$ cat config.mk
export PLATFORM = sky130hd
export DESIGN_NAME = instr_controller
export DESIGN_NICKNAME = d
export VERILOG_FILES = /design/src/rtl/instr_controller.sv
export SDC_FILE = /design/constraint.sdc
export NUM_CORES = 1
export LEC_CHECK = 0
export CAP_MARGIN = 5
export CORE_UTILIZATION = 25
export DETAILED_ROUTE_END_ITERATION = 10
export PLACE_DENSITY_LB_ADDON = 0.05
export SLEW_MARGIN = 20
export SYNTH_ARGS = -nofsm -noshare
export SYNTH_HDL_FRONTEND = slang
export SYNTH_SLANG_ARGS = --single-unit
$ cat constraint.sdc
create_clock -name clk -period 1.6 [get_ports clk]
set_input_delay 0.4 -clock clk [delete_from_list [all_inputs] [get_ports clk]]
set_output_delay 0.4 -clock clk [all_outputs]
set_load 0.005 [all_outputs]
$ cat src/rtl/instr_controller.sv
// instr_controller: instruction register, decoder and multicycle control FSM for the datapath
module instr_controller (
    input  logic        clk,
    input  logic        reset,
    input  logic        s,
    input  logic        load,
    input  logic [15:0] in,
    output logic        w,
    output logic [2:0]  readnum,
    output logic [2:0]  writenum,
    output logic        write,
    output logic [1:0]  vsel,
    output logic        loada,
    output logic        loadb,
    output logic        loadc,
    output logic        loads,
    output logic        asel,
    output logic        bsel,
    output logic [1:0]  shift,
    output logic [1:0]  ALUop,
    output logic [15:0] sximm8,
    output logic [15:0] sximm5
);
    typedef enum logic [2:0] {
        S_WAIT, S_DECODE, S_GET_A, S_GET_B, S_ALU, S_WR_REG, S_WR_IMM
    } state_t;

    state_t      state_q, state_d;
    logic [15:0] ir_q, ir_d;

    logic [2:0] opcode, rn, rd, rm;
    logic [1:0] op, sh;
    logic       mov_imm, mov_reg, alu_ins, mvn, cmp;

    assign opcode  = ir_q[15:13];
    assign op      = ir_q[12:11];
    assign rn      = ir_q[10:8];
    assign rd      = ir_q[7:5];
    assign sh      = ir_q[4:3];
    assign rm      = ir_q[2:0];
    assign mov_imm = opcode == 3'b110 && op == 2'b10;
    assign mov_reg = opcode == 3'b110 && op == 2'b00;
    assign alu_ins = opcode == 3'b101;
    assign mvn     = alu_ins && op == 2'b11;
    assign cmp     = alu_ins && op == 2'b01;

    assign sximm8 = {{8{ir_q[7]}}, ir_q[7:0]};
    assign sximm5 = {{11{ir_q[4]}}, ir_q[4:0]};
    assign bsel   = 1'b0;

    always_ff @(posedge clk) begin
        if (reset) begin
            state_q <= S_WAIT;
            ir_q    <= 16'h0000;
        end else begin
            state_q <= state_d;
            ir_q    <= ir_d;
        end
    end

    always_comb begin
        state_d  = state_q;
        ir_d     = (state_q == S_WAIT && load) ? in : ir_q;
        w        = 1'b0;
        readnum  = 3'd0;
        writenum = 3'd0;
        write    = 1'b0;
        vsel     = 2'b00;
        loada    = 1'b0;
        loadb    = 1'b0;
        loadc    = 1'b0;
        loads    = 1'b0;
        asel     = 1'b0;
        shift    = 2'b00;
        ALUop    = 2'b00;
        case (state_q)
            S_WAIT: begin
                w       = 1'b1;
                state_d = s ? S_DECODE : S_WAIT;
            end
            // illegal encodings fall back to WAIT without touching any strobe
            S_DECODE: state_d = mov_imm ? S_WR_IMM :
                                (mov_reg || mvn) ? S_GET_B :
                                alu_ins ? S_GET_A : S_WAIT;
            S_GET_A: begin
                readnum = rn;
                loada   = 1'b1;
                state_d = S_GET_B;
            end
            S_GET_B: begin
                readnum = rm;
                loadb   = 1'b1;
                state_d = S_ALU;
            end
            S_ALU: begin
                shift   = sh;
                ALUop   = mov_reg ? 2'b00 : op;
                asel    = mov_reg || mvn;
                loads   = cmp;
                loadc   = !cmp;
                state_d = cmp ? S_WAIT : S_WR_REG;
            end
            S_WR_REG: begin
                writenum = rd;
                write    = 1'b1;
                state_d  = S_WAIT;
            end
            S_WR_IMM: begin
                writenum = rn;
                vsel     = 2'b10;
                write    = 1'b1;
                state_d  = S_WAIT;
            end
            default: state_d = S_WAIT;
        endcase
    end
endmodule

======== Word level (Yosys, flattened, before mapping) ========
Cells that the tools add are included.
word-level totals
  flip-flop bits (word level) ............. 19
  input port bits ......................... 20
  output and inout port bits .............. 52
  logic and storage cells ................. 42
operators by class
  equal/unequal tests ..................... 11
  muxes and demuxes ....................... 19
  reductions and logical operators ........ 10
operators by type and width
  kind                count
  $eq 3x3->1 const B  5
  $pmux 3 s5          1
  $mux 2              6
  $pmux 3 s2          2
  $mux 1              8
  $eq 3x2->1 const B  2
  $mux 3              2
  $logic_and 1x1->1   5
  $eq 2x2->1 const B  2
  $eq 3x1->1 const B  1
  $logic_not 3->1     1
  $eq 2x1->1 const B  1
  $logic_not 2->1     1
  $reduce_or 2->1     1
  $logic_not 1->1     1
  $logic_or 1x1->1    1

======== Longest topological paths before layout ========
Gate-level depths: netlist (run 1).
  depth after elaboration ................. 6
  mapped depth ............................ 6
  mapped depth without buffers ............ 4

======== Least setup slack after synthesis (run 1) ========
OpenSTA, ideal clock, no wires.
  path type ............................... register to output
  start ................................... reg state_q[0]
  end ..................................... out readnum[0]
  data arrival time ....................... 1.107 ns
  data required time ...................... 1.200 ns
  setup slack ............................. 0.093 ns
  stages on the path, launching flop included .. 5
  path buffers ............................ 1
  path through ............................ dfxtp_1 and2b_1 and2_1 buf_4 a22o_1
on the way
  word-level cells in the longest chain between the ends .. 2
  elaborated cells between the ends (all ways) .. 3
  those cells by class .................... eq/ne: 2; mux: 1
RTL lines
  element                 RTL line  source
  from (decl)             28        state_t state_q, state_d;
  from (signal assigned)  56        state_q <= state_d;
  $eq 3x2->1              76        case (state_q)
  $pmux 3 s2 *            76
  to (decl)               9         output logic [2:0] readnum,
Every way passes the cells marked *; elsewhere a longest branch is shown, timed or not.

======== Worst setup path after layout (run 1) ========
  start ................................... reg state_q[0]
  end ..................................... out asel
on the way
  word-level cells in the longest chain between the ends .. 2
RTL lines
  element     RTL line  source
  $eq 3x3->1  76
  $mux 1      76
  to (decl)   17        output logic asel,
No other way between the ends.

==> results of run 1 <==
-- power by group through the flow --
| stage | clock [mW] | combinational [mW] | sequential (mW) |
|---|---|---|---|
| 6_report | 0.342 | 0.323 | 0.527 |
| 5_1_grt | 0.384 | 0.355 | 0.532 |
| 4_1_cts | 0.359 | 0.318 | 0.524 |
| 3_5_place_dp | 0 | 0.315 | 0.531 |
| 3_3_place_gp | 0 | 0.313 | 0.530 |
| 2_1_floorplan | 0 | 0.175 | 0.535 |
-- synthesized netlist by cell type (all sizes together) --
master,count
conb,1
nor3b,1
nor3,2
or2,1
and2,7
and4bb,1
a221oi,2
nor4b,1
inv,3
clkbuf,1
nor2b,1
a22o,3
o21ai,2
nand2,34
a31o,2
a21oi,17
nand4b,1
nand3,1
o21a,1
dfxtp,19
nor2,5
and2b,2
a22oi,4
buf,39
and3,2
-- worst paths after layout --
kind,startpoint,end,cells past startpoint
max,state_q[0],asel,6
max reg2reg,state_q[0],state_q[0],8
min,ir_q[5],ir_q[5],2
min reg2reg,ir_q[5],ir_q[5],2
-- worst register-to-register path, delay by kind of cell (launching register included) --
kind | cells | cell delay [ns]
AND/OR/NAND/NOR | 2 | 0.38
flip-flops | 1 | 0.34
buffers and inverters | 4 | 0.39
AO/OA/AOI/OAI | 2 | 0.30
-- area by class of cell --
cell class	count	area (um2)	share of cell area
Tap cell	67	83.83	0.03777
Clock buffer	3	41.29	0.01860
Multi-Input combinational cell	92	641.9	0.2892
Timing Repair Buffer	115	1039	0.4679
Inverter	3	13.76	0.006201
Sequential cell	19	395.4	0.1781
Clock inverter	1	5.005	0.002255
-- stage by stage --
stage                     instance area, um2  TNS, ns  utilization  power (mW)  std cells
final                                   2220   -2.188       0.4638       1.192        300
after global routing                    2220   -3.271       0.4638       1.271        300
after CTS                               2145   -2.139       0.4481       1.202        296
after detailed placement                1964   -3.449       0.4105      0.8459        277
after global placement                  1964   -3.384       0.4105      0.8437        277
after floorplan                         1269        0            -      0.7100        154
-- sequential cells by signal, summed over array words and instances, names as in the netlist --
register  count
state_q       3
ir_q         16
-- repair_timing --
item	CTS	global route
hold buffers	0	0
resized for setup	133	14
setup buffers	14	4
gates cloned	1	0
endpoints found under the setup margin	40	27
pin swaps	16	5
endpoints found under the hold margin	0	0
-- logic make-up (layout without fill, tap and decap cells) --
group,count (synthesis),in the layout
AND/OR/NAND/NOR,59,59
buffers and inverters,43,122
AO/OA/AOI/OAI,31,31
flip-flops,19,19
other,1,2
-- routing by layer --
layer,global-route usage,wire [um],up-vias,share of wire
met5,0,0,-,0
met4,0.02614,23,0,0.0063
met3,0.03729,192,2,0.052
met2,0.2449,1845,40,0.50
met1,0.1814,1609,567,0.44
li1,-,-,630,-
==> impl_summary.md, run 1 <==
Status
The run finished, with violations left. The final reports fail on negative setup slack.

Timing
For this run, the top clock speed supported by timing is 0.5494 GHz. The number of endpoints with negative hold slack in the final report is 0. The minimum period implied by the final worst setup slack is 1.820 ns.

The number of slew-limit violations in the final report is 0. The worst clock skew is 0.002461 ns. On the final layout, the worst hold slack is 0.4795 ns. Setup repair after global routing could not meet its margin everywhere.

Of the available clock period, the critical path in the final layout requires 1.138. Setup violations remaining at the end of the flow were counted as 15. The setup slack after layout is -0.2202 ns.

Critical path
STA classifies the critical path startpoint as a flip-flop. The critical path's largest stage delay is 0.34 ns. By instance count, the cell type seen most on the critical path is sky130_fd_sc_hd__buf_6. The data arrival time of the worst path is 1.42 ns. By startpoint and endpoint, the worst setup path is classified as reg2out.

The biggest fanout along the worst timing path is 4. The number of buffers and inverters on the critical path is 3. Data on the critical path is required at its endpoint by 1.20 ns. Walking the worst path, the cells encountered are or2_4 -> nor2_4 -> buf_6 -> buf_6 -> and3_4 -> buf_6.

The register-to-register path setup slack is 0.11 ns. Grouping stages by cell kind, the critical path spends the most delay in simple AND/OR/NAND/NOR gates. STA classifies the critical path endpoint as an output pin.

The largest individual stage delay along the critical path comes from the cell sky130_fd_sc_hd__dfxtp_2.

Route
The count of nets left with antenna violations once routing finished came out at 0. Summed over all layers, the routed wires come to 3.671 mm. The first-pass iteration count of the detailed router is 4.

After detailed routing, the average wire length per cell comes to 12.24 um. After detailed routing, the number of vias per cell comes to 4.130. The routed layout has 1239 vias. The number of violations reported at the end of detailed-routing iteration 0 is 19. The DRC violations left is 0.

Power
Of the total power, the clock network draws 0.287. The share of total power in sequential cells is 0.442. In this run the static leakage power is 1.010 nW.

In this run the power spent charging and discharging nets is 320.1 uW. The total power density per cell area is 537.1 nW/um2. Of the total power, the share spent switching nets is 0.2685.

The relative contribution of combinational cells to total power is 0.271. The internal portion of the total power is 872.1 uW. The peak ir drop on the vdd network is 491.7 uV.

Floorplan
The number of standard-cell rows in the floorplan is 25. The starting density of the core is 0.2643. The die extent in y is 73.13 um. The die is 73.13 um wide. For this design the top-level I/O count stands at 72. The standard cell core area is 4786 um2. The die covers 5348 um2.

Synth
The combinational family with the most area after synthesis is simple AND/OR/NAND/NOR gates. Counting flops and latches in the post-synthesis netlist gives 19. Of the total synthesized cell area, the portion taken by AND, OR, NAND and NOR gates is 0.2532. The dominant cell type by area after synthesis is sky130_fd_sc_hd__dfxtp_1. The share of synthesized area in the top cell type comes to 0.3007.

The number of instances in the synthesized netlist is 153. The post-synthesis instance area is 1265 um2. The arithmetic-cell share of the synthesized area counting full adders, half adders and majority gates is 0. Each instance of the synthesized netlist takes up on average 8.268 um2.

For this run, the register share of the synthesized area comes to 0.3007. The fraction of the mapped netlist area in compound gates is 0.1919. Ranked by total cell area, the synthesized netlist is headed by sky130_fd_sc_hd__dfxtp_1, sky130_fd_sc_hd__buf_4, sky130_fd_sc_hd__nand2_1. Of the total synthesized cell area, the portion taken by XOR and XNOR cells is 0.

During synthesis, Yosys emitted a total of 0 warnings. After synthesis, the netlist uses 36 different library cells. The mux cell area share after synthesis is 0.

Worst hold path
The min-delay analysis places its worst path in the category reg2reg.

Global routing
The via count of the first global-routing pass is 1187. The pin count of the biggest net entering global routing is 20. The number of antenna violations at the first check in global routing is 0. The wire length of the first global-routing pass is 5.768 mm. In the global route stage, overall resource usage came out at 0.1431. The total grt overflow is 0.

Clocking
The root buffer cell is sky130_fd_sc_hd__clkbuf_8. TritonCTS built the clock tree. The register clock-pin slew on the reported worst setup and hold paths is 0.08 ns. The total clock buffers created by CTS is 3.

In this run the number of H-tree levels came out at 1. Clock latency on the worst-skew pair, taken at its later pin, is 0.26 ns. The number of clock sinks is 19. No sink is reached through more buffers than the 2 on the longest clock path.

Final layout
The filler cells instantiated in the layout total 477. 0 antenna diodes ended up in the layout. In the final design database the tool counted 254 nets.

Leaving out fill and tap cells, the most frequent cell in the layout is sky130_fd_sc_hd__buf_4. Of the cells placed in the final design, the portion with a size suffix greater than 1 is 0.5365. The top cell types in the final layout, fill and taps aside, are sky130_fd_sc_hd__buf_4, sky130_fd_sc_hd__clkdlybuf4s50_1, sky130_fd_sc_hd__nand2_1. Relative to the synthesized area, the layout overhead comes to 75.47%.

Placement
At the end of routability-driven placement, the weighted congestion stood at 0.8068. At the placement stage, the worst setup path has a slack of -0.2754 ns. In this run the tool buffered the top-level ports with 69 buffer cells. Summed over all nets, the half-perimeter wirelength after detailed placement is 2.491 mm.

Flow run
The reported max-cap violation count is 0.
No activity file was read; power rests on OpenSTA's default activity.
==> run 2, diff against run 1 <==
- PLACE_DENSITY_LB_ADDON: 0.05 -> not set
- TNS_END_PERCENT: not set -> 10
==> run 2 against run 1 <==
Against the previous run: the run still ends with negative setup slack left; total power is 2.7% lower; routed wire length is 6.3% lower; sequential share of layout area is 1.4 points higher; worst setup slack better by 0.026 ns; global-route usage is 0.83 points lower; first-iteration DRC count stayed put; clock-buffer cell count is 1 higher.
==> impl_summary.md, run 2 (synthesized netlist as in run 1, its figures left out) <==
Route
Dividing the detail-routed wire length by the instance count gives 11.86 um. The post-route antenna net violation count is 0. The count of vias placed by the detailed router is 1197. The via count normalized by instance count is 4.128. The DRC violations left is 0. The number of violations reported at the end of detailed-routing iteration 0 is 19. The first-pass iteration count of the detailed router is 4. Wires add up to 3.438 mm.

Critical path
The critical path's largest stage delay is 0.34 ns. The kind of start point of the critical path is a flip-flop. For the worst flop-to-flop path, the logic depth is 10. The biggest fanout along the worst timing path is 4. Counting stages on the worst path, the most repeated cell is sky130_fd_sc_hd__buf_6. The launch point of the worst reg-to-reg path is state_q[0]. Traced cell by cell, the critical path runs through or2_4 -> nor2_4 -> buf_6 -> and3_4 -> buf_6. The register-to-register path setup slack is -0.14 ns.

The critical path endpoint category is an output pin. The required time reported for the critical path endpoint is 1.20 ns. The endpoint identified for the worst register-to-register timing path is state_q[2]. The critical path class is reg2out. The data arrival time of the worst path is 1.39 ns. The slowest library cell on the worst path is sky130_fd_sc_hd__dfxtp_2.

Final layout
In the layout the commonest cells are sky130_fd_sc_hd__clkdlybuf4s50_1, sky130_fd_sc_hd__buf_4, sky130_fd_sc_hd__nand2_1. The flip-flop count of the largest register, all copies and words added is 16. The final-stage net count is 244. More flip-flops sit in one register than any other, and that register is ir_q.

The final standard cell area without fillers is 2057 um2. The largest registers in the layout are ir_q (16), state_q (3). The number of inserted diodes is 0. Compared with the post-synthesis result, the final layout area differs by 62.61%.

The fraction of layout cells with a size suffix above 1 is 0.4933. The final-layout fill cell count is 506.

Floorplan
The floorplan step set the die height to 73.13 um. During I/O placement, the number of pins put on the boundary was 72. The die covers 5348 um2. Measured along the x axis, the die boundary spans 73.13 um. The starting density of the core is 0.2643.

After floorplanning, the core was divided into 25 placement rows. The standard cell core area is 4786 um2.

Clocking
The total clock buffers created by CTS is 3. The number of clock sinks is 19. Clock latency on the worst-skew pair, taken at its later pin, is 0.26 ns.

The CTS tree is done. CTS placed an instance of sky130_fd_sc_hd__clkbuf_8 at the clock tree root. Hold repair after CTS inserted 0 buffers.

In this run the number of H-tree levels came out at 1. The register clock-pin slew on the reported worst setup and hold paths is 0.08 ns. The maximum root-to-sink buffer count is 2.

Timing
Between clock sinks in the finished design, the worst skew comes to 0.007350 ns. The number of slew-limit violations in the final report is 0. The number of endpoints with negative hold slack in the final report came to 0. Static timing analysis puts the maximum clock frequency at 0.5573 GHz. Of the available clock period, the critical path in the final layout requires 1.122. The final sum of negative setup slack is -1.611 ns.

Hold timing on the final database bottoms out at a slack of 0.4717 ns. Setup slack on the critical path of the routed design comes to -0.1944 ns. Setup violations remaining at the end of the flow were counted as 16.

Setup repair after global routing could not meet its margin everywhere. The minimum period implied by the final worst setup slack is 1.794 ns.

Flow run
The reported max-cap violation count is 0.

Placement
The area of placed instances is 1909 um2. During placement, the flow inserted port buffers numbering 69. The final weighted congestion of routability-driven global placement is 0.9059. Once detailed placement completed, the half-perimeter wirelength came to 2.452 mm.

Status
The checks that failed: negative setup slack. The run finished, with violations left.

Worst hold path
In this run the worst hold path is classified as reg2reg. The startpoint of the lowest-slack hold path is ir_q[3]. The worst hold path was traced through 2 stages. The worst hold endpoint is ir_q[3].

Power
The internal portion of the total power is 852.4 uW. The clock share of power is 0.294. The fraction of power spent switching nets is 0.2651. Summed over all cells, the static leakage comes to 0.9255 nW. The relative contribution of combinational cells to total power is 0.252. The peak ir drop on the vdd network is 363.7 uV. The power after layout is 1.160 mW.

The share of total power in sequential cells is 0.454. The net switching power of the design is 307.4 uW. In this run the power density over the cells is 563.8 nW/um2.

Global routing
Entering global routing, the biggest net connects 17 pins. The number of antenna violations at the first check in global routing is 0. The via count of the first global-routing pass is 1105.

The first global-routing pass estimated 5.471 mm of wire. The total global routing track utilization is 0.1348. The total grt overflow is 0.
==> run 2: changes by cell type in the layout (fill, tap and decap cells not counted), sizes merged <==
cell	previous run	this run
buf	64	49
clkinv	1	0
clkbuf	3	9
==> run 2: layer usage <==
layer  vias to the layer above  GRT usage  part of all wire
met5                         -          0                 0
met4                         0    0.03922            0.0070
met3                         2    0.03867             0.058
met2                        37     0.2335              0.51
met1                       542     0.1606              0.43
li1                        616          -                 -
==> run 2: worst max path at each step <==
stage | from | to
global placement | state_q[1] | asel
floorplan | state_q[0] | readnum[0]
global route | state_q[0] | asel
finish | state_q[0] | asel
CTS | state_q[0] | asel
detailed placement | ir_q[13] | loads
==> run 2: power groups by stage <==
stage	combinational (mW)	clock [mW]	sequential, mW
floorplan	0.175	0	0.535
global placement	0.302	0	0.530
detailed placement	0.303	0	0.532
CTS	0.294	0.354	0.526
global route	0.318	0.373	0.532
finish	0.292	0.341	0.527
==> run 2: per-stage QoR <==
| stage | setup WS (ns) | util | cells |
|---|---|---|---|
| after floorplan | 0.09309 | - | 154 |
| after global placement | -0.2482 | 0.3990 | 273 |
| after detailed placement | -0.2524 | 0.3990 | 273 |
| after CTS | -0.2097 | 0.4324 | 289 |
| after global routing | -0.2523 | 0.4298 | 290 |
| final | -0.1944 | 0.4298 | 290 |
==> run 2: worst max-delay path: cells and delay by family, from the launching register on <==
kind	cells	cell delay, ns
buffers and inverters	2	0.22
and+or+nand+nor	3	0.58
DFF	1	0.34
==> run 2: what timing repair did <==
| action | CTS | global route |
|---|---|---|
| buffers inserted | 12 | 1 |
| gates resized for setup | 113 | 13 |
| setup endpoints to repair | 40 | 24 |
| pin swaps | 10 | 4 |
| endpoints found under the hold margin | 0 | 0 |
==> run 2: area by class of cell <==
type	count	area, um2	share of cell area
Tap cell	67	83.83	0.04075
Timing Repair Buffer	105	894.6	0.4349
Clock buffer	4	45.04	0.02190
Inverter	3	11.26	0.005474
Sequential cell	19	395.4	0.1922
Multi-Input combinational cell	92	626.9	0.3047
==> run 3, diff against run 2 <==
--- a/config.mk
+++ b/config.mk
@@ -14,2 +14 @@
 export SYNTH_SLANG_ARGS = --single-unit
-export TNS_END_PERCENT = 10
--- a/constraint.sdc
+++ b/constraint.sdc
@@ -3,2 +3,2 @@
 set_output_delay 0.4 -clock clk [all_outputs]
-set_load 0.005 [all_outputs]
+set_load 0.1 [all_outputs]
==> run 3 against run 2 <==
Against the previous run: the flow still finishes with violations (negative setup slack); clock power decreased by 2%; maximum frequency decreased by 3.3%; via count shrank 1.1%; largest cell class unchanged; utilization up 14 points; critical path depth fell by 1; clock skew grew 0.0021 ns; first-iteration DRC count grew 150%; critical path type unchanged; register-to-register slack improved by 0.25 ns.
==> impl_summary.md, run 3 (synthesized netlist as in run 1, its figures left out) <==
Power
Summing internal, switching and leakage power gives 1.720 mW. Summed over all cells, the static leakage comes to 1.060 nW. Power spread over the standard cell area amounts to 633.2 nW/um2. The peak ir drop on the vdd network is 352.2 uV.

Final layout
Leaving out fill and tap cells, the most frequent cell in the layout is sky130_fd_sc_hd__buf_12. After filler insertion, the fill cell instance count of the layout stands at 400. In the final design database the tool counted 234 nets. The largest registers in the layout are ir_q (16), state_q (3). In the layout the commonest cells are sky130_fd_sc_hd__buf_12, sky130_fd_sc_hd__nand2_1, sky130_fd_sc_hd__clkdlybuf4s50_1, sky130_fd_sc_hd__buf_4, sky130_fd_sc_hd__dfxtp_1. The finished cells cover 2716 um2. Of the cells placed in the final design, the portion with a size suffix greater than 1 is 0.6573. The layout overhead on the synthesized area is 114.7%. 0 antenna diodes ended up in the layout. The multi-input combinational cells in the finished layout cover a total of 723.2 um2. The flip-flop count of the largest register, all copies and words added is 16. For this run, the share of the core covered by cells in the final layout is 0.5676. Registers take 392.9 um2.

Ranked by flip-flop count, first place goes to ir_q.

Route
The routed layout has 1184 vias. Wires add up to 3.417 mm. The DRC violations left is 0. The number of violations reported at the end of detailed-routing iteration 0 is 47.

The first-pass iteration count of the detailed router is 4. After detailed routing, the number of vias per cell comes to 4.229. The post-route antenna net violation count is 0. Dividing the detail-routed wire length by the instance count gives 12.20 um.

Clocking
The maximum root-to-sink buffer count is 2. TritonCTS built the clock tree. The number of clock sinks is 19. Clock latency on the worst-skew pair, taken at its later pin, is 0.26 ns. The H-tree depth is 1. The total clock buffers created by CTS is 3. The root buffer cell is sky130_fd_sc_hd__clkbuf_8.

The register clock-pin slew on the reported worst setup and hold paths is 0.08 ns.

Timing
The minimum period implied by the final worst setup slack is 1.856 ns. Setup repair after global routing could not meet its margin everywhere. The number of endpoints with negative hold slack in the final report came to 0. Across all setup checks in the final design, the least slack found is -0.2563 ns. The setup-violating endpoint count in the final report is 16. The worst clock skew is 0.009460 ns.

The maximum clock rate is 0.5387 GHz. The number of slew-limit violations in the final report is 0. The ratio of final minimum period to clock period is 1.160. Hold timing on the final database bottoms out at a slack of 0.4930 ns.

Critical path
The worst setup path is launched from a flip-flop. The required time reported for the critical path endpoint is 1.20 ns. The beginning of the critical path is state_q[1].

The endpoint of the lowest-slack register-to-register path is ir_q[6]. The critical path class is reg2out. At the worst endpoint, the arrival time is 1.46 ns. The critical path endpoint category is an output pin. The register-to-register path setup slack is 0.11 ns. Along the worst path, the maximum fanout reaches 7.

The number of cells on the worst reg-to-reg path is 7. The launch point of the worst reg-to-reg path is state_q[2].

Floorplan
The floorplan step set the die width to 73.13 um. The die is 73.13 um tall. The starting density of the core is 0.2643. 72 I/O pins were placed.

The floorplan step defined a die boundary enclosing 5348 um2. The standard cell core area is 4786 um2. The number of standard-cell rows in the floorplan is 25.

Global routing
The via count of the first global-routing pass was 1185. The pin count of the biggest net entering global routing is 17. The total overflow left after global routing is 0. The number of antenna violations at the first check in global routing is 0.

The wire length of the first global-routing pass is 5.678 mm. In the global route stage, overall resource usage came out at 0.1381.

Status
The flow ran to the end, but the final reports show violations. The final reports fail on negative setup slack.

Placement
Detailed placement finished with a half-perimeter wire length of 2.711 mm. The pre-CTS setup slack is -0.08506 ns. In this run the tool buffered the top-level ports with 69 buffer cells.

The area of placed instances is 2562 um2. The final weighted congestion of routability-driven global placement is 0.7897.

Flow run
The reported max-cap violation count is 0.

Worst hold path
The count of cells along the worst hold path is 2. The path with the worst hold slack has its endpoint at ir_q[13]. In this run the most critical hold path is launched from ir_q[13]. The kind of path behind the tightest hold check is reg2reg.
run 3: power by group:
part | internal, mW | switching, mW | leakage (nW) | total [mW]
Combinational | 0.318 | 0.533 | 0.876 | 0.852
Sequential | 0.496 | 0.0396 | 0.159 | 0.536
Clock | 0.173 | 0.160 | 0.0255 | 0.333
Total | 0.988 | 0.732 | 1.06 | 1.72
run 3: final cells by class:
type                    instances  share of cell area
clock buffers                   3             0.01520
inverters                       3            0.008291
flip-flops and latches         19              0.1446
multi-input cells              92              0.2662
clock inverters                 1            0.001842
well taps                      67             0.03086
repair buffers                 95              0.5329
run 3: metrics by stage:
step,cells,setup TNS [ns]
3_5_place_dp,267,-0.08506
5_1_grt,280,-4.330
2_1_floorplan,154,-4.863
6_report,280,-3.262
4_1_cts,277,-3.141
3_3_place_gp,267,0
run 3: metal layers:
metal  global-route usage  vias to the layer above  share of wire
li1                     -                      597              -
met1               0.1744                      538           0.44
met2               0.2294                       45           0.47
met3              0.04558                        4          0.076
met4              0.02614                        0         0.0044
met5                    0                        -              0
run 3: how the worst max path moves through the flow:
stage	to	cells past startpoint
2_1_floorplan	ir_q[11]	6
3_3_place_gp	asel	4
3_5_place_dp	asel	4
4_1_cts	loadc	5
5_1_grt	loadc	5
6_report	asel	4
run 3: critical path, stage by stage, from the launching register on:
cell                      delay [ns]
sky130_fd_sc_hd__dfxtp_4        0.36
sky130_fd_sc_hd__or2_4          0.26
sky130_fd_sc_hd__nor2_4         0.17
sky130_fd_sc_hd__and3_4         0.23
sky130_fd_sc_hd__buf_12         0.17
run 3: timing repair:
action / in CTS / in global routing
gates resized for setup: 8 / 3
hold buffers: 0 / 0
endpoints found under the setup margin: 17 / 18
setup buffers: 6 / 3
pin swaps: 7 / 7
